File: config.mk
export PLATFORM = sky130hd
export DESIGN_NAME = edge_det_bank
export DESIGN_NICKNAME = d
export VERILOG_FILES = /design/src/rtl/llac_common_pkg.sv /design/src/rtl/edge_det_chan.sv /design/src/rtl/edge_det_bank.sv
export SDC_FILE = /design/constraint.sdc
export NUM_CORES = 1
export LEC_CHECK = 0
export CORE_ASPECT_RATIO = 1.25
export CORE_MARGIN = 1
export CORE_UTILIZATION = 45
export DETAILED_ROUTE_END_ITERATION = 6
export PLACE_DENSITY = 0.69
export SETUP_SLACK_MARGIN = 0.15
export SYNTH_ARGS = -nofsm -noshare
export SYNTH_HDL_FRONTEND = slang
export SYNTH_SLANG_ARGS = --single-unit
export TNS_END_PERCENT = 50
File: constraint.sdc
create_clock -name clk -period 3.29 [get_ports clk]
set_clock_uncertainty 0.15 [all_clocks]
set_input_delay 0.658 -clock clk [delete_from_list [all_inputs] [get_ports clk]]
set_output_delay 0.658 -clock clk [all_outputs]
set_load 0.03 [all_outputs]
File: src/rtl/llac_common_pkg.sv
// ---------------------------------------------------------------------------
// llac_common_pkg
//
// Shared definitions for the level/edge capture blocks.
//
// Contents:
//   edge_mode_t  - two-bit per-channel edge select (off / rise / fall / both)
//   MODE_*       - raw encodings of the same values, for code that handles
//                  packed mode vectors without casting
//   edge_qualify - turns raw rise/fall indications into an event according
//                  to an edge_mode_t selection
// ---------------------------------------------------------------------------
package llac_common_pkg;

  typedef enum logic [1:0] {
    EDGE_OFF  = 2'b00,
    EDGE_RISE = 2'b01,
    EDGE_FALL = 2'b10,
    EDGE_BOTH = 2'b11
  } edge_mode_t;

  localparam logic [1:0] MODE_OFF  = 2'b00;
  localparam logic [1:0] MODE_RISE = 2'b01;
  localparam logic [1:0] MODE_FALL = 2'b10;
  localparam logic [1:0] MODE_BOTH = 2'b11;

  // Event qualification: an edge counts only if the mode selects it.
  function automatic logic edge_qualify(input edge_mode_t mode,
                                        input logic       rise,
                                        input logic       fall);
    logic hit;
    hit = 1'b0;
    case (mode)
      EDGE_RISE: hit = rise;
      EDGE_FALL: hit = fall;
      EDGE_BOTH: hit = rise | fall;
      default:   hit = 1'b0;
    endcase
    return hit;
  endfunction

endpackage

File: src/rtl/edge_det_chan.sv
// ---------------------------------------------------------------------------
// edge_det_chan
//
// One edge-detect channel: synchroniser, debounce filter, edge detector,
// sticky flag and saturating event counter.
//
// Parameters:
//   SYNC_STAGES - synchroniser depth (>= 2)
//   DB_CYCLES   - cycles the synchronised level must disagree with the
//                 debounced level before the debounced level follows it
//                 (0 = no filtering, debounced level tracks the synchroniser)
//   CNT_W       - event counter width
//
// Ports:
//   clk    in   clock
//   rst_n  in   asynchronous active-low reset
//   sig    in   raw asynchronous level input
//   mode   in   edge select (edge_mode_t encoding)
//   clr    in   one-cycle strobe clearing flag and counter
//   pe     out  registered one-cycle event pulse
//   flag   out  sticky event flag
//   cnt    out  saturating event count
// ---------------------------------------------------------------------------
module edge_det_chan
  import llac_common_pkg::*;
#(
  parameter int SYNC_STAGES = 2,
  parameter int DB_CYCLES   = 4,
  parameter int CNT_W       = 8
) (
  input  logic             clk,
  input  logic             rst_n,
  input  logic             sig,
  input  logic [1:0]       mode,
  input  logic             clr,
  output logic             pe,
  output logic             flag,
  output logic [CNT_W-1:0] cnt
);

  localparam logic [CNT_W-1:0] CNT_MAX = {CNT_W{1'b1}};
  localparam logic [CNT_W-1:0] CNT_ONE = CNT_W'(1);

  logic [SYNC_STAGES-1:0] sync_reg;
  logic                   sync_level;
  logic                   db_level;
  logic                   db_prev_reg;
  logic                   rise;
  logic                   fall;
  logic                   pe_next;
  logic                   pe_reg;
  logic                   flag_reg;
  logic [CNT_W-1:0]       cnt_reg;

  // Synchroniser: the only logic that ever looks at the raw input.
  always_ff @(posedge clk or negedge rst_n) begin
    if (!rst_n) begin
      sync_reg <= '0;
    end else begin
      sync_reg <= {sync_reg[SYNC_STAGES-2:0], sig};
    end
  end

  assign sync_level = sync_reg[SYNC_STAGES-1];

  // Debounce filter.
  generate
    if (DB_CYCLES == 0) begin : g_db_bypass
      assign db_level = sync_level;
    end else begin : g_db
      localparam int              DB_W    = $clog2(DB_CYCLES + 1);
      localparam logic [DB_W-1:0] DB_LAST = DB_W'(DB_CYCLES - 1);

      logic [DB_W-1:0] db_cnt_reg;
      logic            db_level_reg;

      // The counter counts consecutive disagreeing cycles. On the
      // DB_CYCLES-th one the level flips, so the flip lands exactly
      // DB_CYCLES edges after the synchroniser first presented it.
      // Any agreeing cycle restarts qualification from zero.
      always_ff @(posedge clk or negedge rst_n) begin
        if (!rst_n) begin
          db_cnt_reg   <= '0;
          db_level_reg <= 1'b0;
        end else if (sync_level == db_level_reg) begin
          db_cnt_reg   <= '0;
        end else if (db_cnt_reg == DB_LAST) begin
          db_cnt_reg   <= '0;
          db_level_reg <= sync_level;
        end else begin
          db_cnt_reg   <= db_cnt_reg + 1'b1;
        end
      end

      assign db_level = db_level_reg;
    end
  endgenerate

  // Edge detection always follows the debounced level, independent of the
  // mode, so changing the mode never fabricates an edge.
  always_ff @(posedge clk or negedge rst_n) begin
    if (!rst_n) begin
      db_prev_reg <= 1'b0;
    end else begin
      db_prev_reg <= db_level;
    end
  end

  assign rise    = db_level & ~db_prev_reg;
  assign fall    = ~db_level & db_prev_reg;
  assign pe_next = edge_qualify(edge_mode_t'(mode), rise, fall);

  always_ff @(posedge clk or negedge rst_n) begin
    if (!rst_n) begin
      pe_reg <= 1'b0;
    end else begin
      pe_reg <= pe_next;
    end
  end

  // Flag and counter update on the cycle after the pulse. A clear that
  // lands on that same cycle restarts from the new event instead of
  // dropping it.
  always_ff @(posedge clk or negedge rst_n) begin
    if (!rst_n) begin
      flag_reg <= 1'b0;
      cnt_reg  <= '0;
    end else if (clr) begin
      flag_reg <= pe_reg;
      cnt_reg  <= pe_reg ? CNT_ONE : '0;
    end else if (pe_reg) begin
      flag_reg <= 1'b1;
      if (cnt_reg != CNT_MAX) begin
        cnt_reg <= cnt_reg + 1'b1;
      end
    end
  end

  assign pe   = pe_reg;
  assign flag = flag_reg;
  assign cnt  = cnt_reg;

endmodule

File: src/rtl/edge_det_bank.sv
// ---------------------------------------------------------------------------
// edge_det_bank
//
// Bank of N_CH independent edge detectors with per-channel debounce, sticky
// flags, saturating event counters and a masked interrupt summary.
//
// Parameters:
//   N_CH        - number of channels (1..32)
//   SYNC_STAGES - synchroniser depth (>= 2)
//   DB_CYCLES   - debounce qualification length (0 = bypass)
//   CNT_W       - width of each per-channel event counter
//
// Ports:
//   clk     in   clock for all logic
//   rst_n   in   asynchronous active-low reset
//   sig_i   in   [N_CH]        raw asynchronous level inputs
//   mode_i  in   [2*N_CH]      per-channel edge select, channel i at [2i+:2]
//   mask_i  in   [N_CH]        per-channel interrupt enable
//   clr_i   in   [N_CH]        per-channel flag/counter clear strobe
//   pe_o    out  [N_CH]        one-cycle event pulses
//   flag_o  out  [N_CH]        sticky event flags
//   cnt_o   out  [N_CH*CNT_W]  event counts, channel i at [i*CNT_W+:CNT_W]
//   irq_o   out                OR of enabled flags
// ---------------------------------------------------------------------------
module edge_det_bank
  import llac_common_pkg::*;
#(
  parameter int N_CH        = 8,
  parameter int SYNC_STAGES = 2,
  parameter int DB_CYCLES   = 4,
  parameter int CNT_W       = 8
) (
  input  logic                  clk,
  input  logic                  rst_n,
  input  logic [N_CH-1:0]       sig_i,
  input  logic [2*N_CH-1:0]     mode_i,
  input  logic [N_CH-1:0]       mask_i,
  input  logic [N_CH-1:0]       clr_i,
  output logic [N_CH-1:0]       pe_o,
  output logic [N_CH-1:0]       flag_o,
  output logic [N_CH*CNT_W-1:0] cnt_o,
  output logic                  irq_o
);

  genvar gi;
  generate
    for (gi = 0; gi < N_CH; gi++) begin : g_chan
      edge_det_chan #(
        .SYNC_STAGES (SYNC_STAGES),
        .DB_CYCLES   (DB_CYCLES),
        .CNT_W       (CNT_W)
      ) u_chan (
        .clk   (clk),
        .rst_n (rst_n),
        .sig   (sig_i[gi]),
        .mode  (mode_i[2*gi +: 2]),
        .clr   (clr_i[gi]),
        .pe    (pe_o[gi]),
        .flag  (flag_o[gi]),
        .cnt   (cnt_o[gi*CNT_W +: CNT_W])
      );
    end
  endgenerate

  // Mask only gates the summary; flags stay set underneath it, so raising a
  // mask bit reports an already-pending event in the same cycle.
  assign irq_o = |(flag_o & mask_i);

endmodule

==> results.ini <==
[timing]
report.final.slew_viol_count = 0
hold_violations = 0
maxSlewHeadroom_pct = 60.5
fin_hold_ws_ps = 76.4
setup_tns_ps = 0
finalCritPeriodShare_pct = 90.2
setup_slack_ps = 321
rsz0062_at_grt = no
worst_pin_slew_ps = 593
fmax_ghz = 0.337
setup_violations = 0
period_needed_ps = 2970

[floorplanning]
row_count = 48
die_area_mm2 = 0.0150
die_x_um = 110
core_mm2 = 0.0140
ios = 123
initial_core_util_pct = 46.6
die_h_um = 137

[cts]
clk_pin_slew_worst_paths_ps = 60
cts_tree = built
cts_max_path_buffers = 2
ctsRootBufferMaster = clkbuf_16
numCtsBuffers = 17
hold_buffers = 0
cts.sinks = 136
cts_resized = 0
postCtsSetupRepairBufs = 0
htreeDepth = 4
insertion_delay_ps = 410

[grt]
gr-usage-met1_pct = 23.3
grt_use_met2_pct = 32.0
overflow = 0
grt_first_pass_wirelength_um = 22400
grt_max_degree = 65
grt_pass1_vias = 4856
antenna_found_initial = 0
gr-max-usage-layer = met2
use_met3_pct = 4.76
track_usage_pct = 19.2

[setup_path]
path_delay_family = buffers and inverters
crit_fanout = 1
crit_chain = clkdlybuf4s50_1, a22oi_1, nand4_1, clkdlybuf4s50_1
path_common_cell = clkdlybuf4s50_1
critPathArrivalTime_ps = 2160
crit_path_top_delay_cell = clkdlybuf4s50_1
start_kind = primary input
rrSetupSlack_ps = 1460
rr_worst_depth = 4
path_buf_inv = 2
end_kind = output port
critical_path_required_ps = 2480
r2r_start = g_chan[6].u_chan.cnt[0]$_DFFE_PN0P_
cp_slowest_stage_delay_ps = 630
r2r-end = g_chan[6].u_chan.cnt[5]$_DFFE_PN0P_
critical_path_class = primary input to output port

[power]
p_leak_nw = 3.70
p_total_mw = 6.13
ir_worst_vdd_mv = 0.413
power_density_mw_per_mm2 = 723

[cells_and_area]
area_delta_synth_final_pct = 30.0
utilization_pct = 60.6
fin_nets = 800
final_area_mm2 = 0.00848
drive_gt1_share_pct = 5.82
largest_reg_flops = 64
antenna_cells = 0
layoutNonFillerInstCount = 914

[worst_hold_path]
hp-class = primary input to async pin

[yosys]
synth_edf_count = 0
netlist_top_cells_count = dfrtp_1, nand2_1, a21oi_1, inv_1, ha_1
yosys.cell_types.count = 53
synth.most_common_cell = dfrtp_1
synthArstFlopShare_pct = 100
synth_ff_type = dfrtp_1
netlist.area_leader.share_pct = 52.1
syn-instance-count = 614
synth_nets = 688
synth.area.top_cells = dfrtp_1, ha_1, a21oi_1
ys_ff_latch = 136
yosys_warnings = 0
synth_area_per_cell_um2 = 10.6
synth.cell_area_mm2 = 0.00653
yosys.area.top_type = dfrtp_1
synth-seq-area-share_pct = 52.1

[detailed_routing]
drcViolationCount = 0
vias = 5169
drt_iter0_drc = 263
antenna_left = 0
drt_wl_total_um = 13600
via_per_inst = 5.66
drt_first_pass_iters = 5
wl_per_cell_um = 14.9

[status]
outcome = complete, no violations

[place]
dp.cells = 882
post-dp-hpwl_um = 9510
io_buffers = 122
placed_area_mm2 = 0.00779
dp_slack_ps = 272
gp_congestion = 0.870

[flow_run]
cap_viol_max_count = 0

logic make-up (layout without fill, tap and decap cells):
logic type	count (synthesis)	in the layout	share of synthesized area (%)
flip-flops	136	136	52.1
XOR/XNOR	8	8	1.07
adder cells (fa/ha/maj)	32	32	6.13
buffers and inverters	69	194	5.18
AO/OA/AOI/OAI	140	140	14.1
multiplexers	14	14	2.22
AND/OR/NAND/NOR	215	215	19.2
report_power, final:
group | switching (mW) | leakage (nW) | internal [mW]
clock | 0.698 | 0.333 | 1.51
sequential | 0.371 | 1.79 | 2.00
combinational | 0.840 | 1.58 | 0.701
total | 1.91 | 3.70 | 4.22
cell usage in the layout (no fill, tap or decap), drive strengths merged, types with 6 or more instances in the layout:
master and instances:
a211oi 13, a21o 9, a21oi 37, a311oi 6
a31oi 12, and3 14, and4 18, bufinv 7
clkbuf 19, clkdlybuf4s50 121, dfrtp 136, ha 32
inv 37, mux2i 10, nand2 49, nand2b 8
nand3 14, nand4 15, nor2 9, nor2b 29
nor3 26, nor3b 13, o21ai 27, xnor2 8
layer usage:
layer | up-vias | share of wire, %
met5 | - | 0
met4 | 0 | 1.8
met3 | 25 | 4.7
met2 | 132 | 51
met1 | 2546 | 42
li1 | 2466 | -
worst max path at each step:
stage,start,to,slack (ps),cells past startpoint
floorplan,mask_i[0],irq_o,1340,2
global placement,mask_i[0],irq_o,290,4
detailed placement,mask_i[0],irq_o,270,4
CTS,mask_i[0],irq_o,270,4
global route,mask_i[0],irq_o,240,4
finish,mask_i[0],irq_o,320,4
worst reg2reg max path, cell delays in order (launching register included):
cell and delay (ps):
dfrtp_1 450, ha_1 310, and4_1 280, or4_1 410, a21oi_1 150
area by class of cell:
cell class                 count  area, um^2
clock buffer                  19         443
clock inverter                13         249
fill                        1176        5510
inverter                      37         139
multi-input combinational    409        2790
sequential                   136        3400
tap                          175         219
timing repair buffer         125        1240
Note: power is estimated with default switching activity, not from simulation.
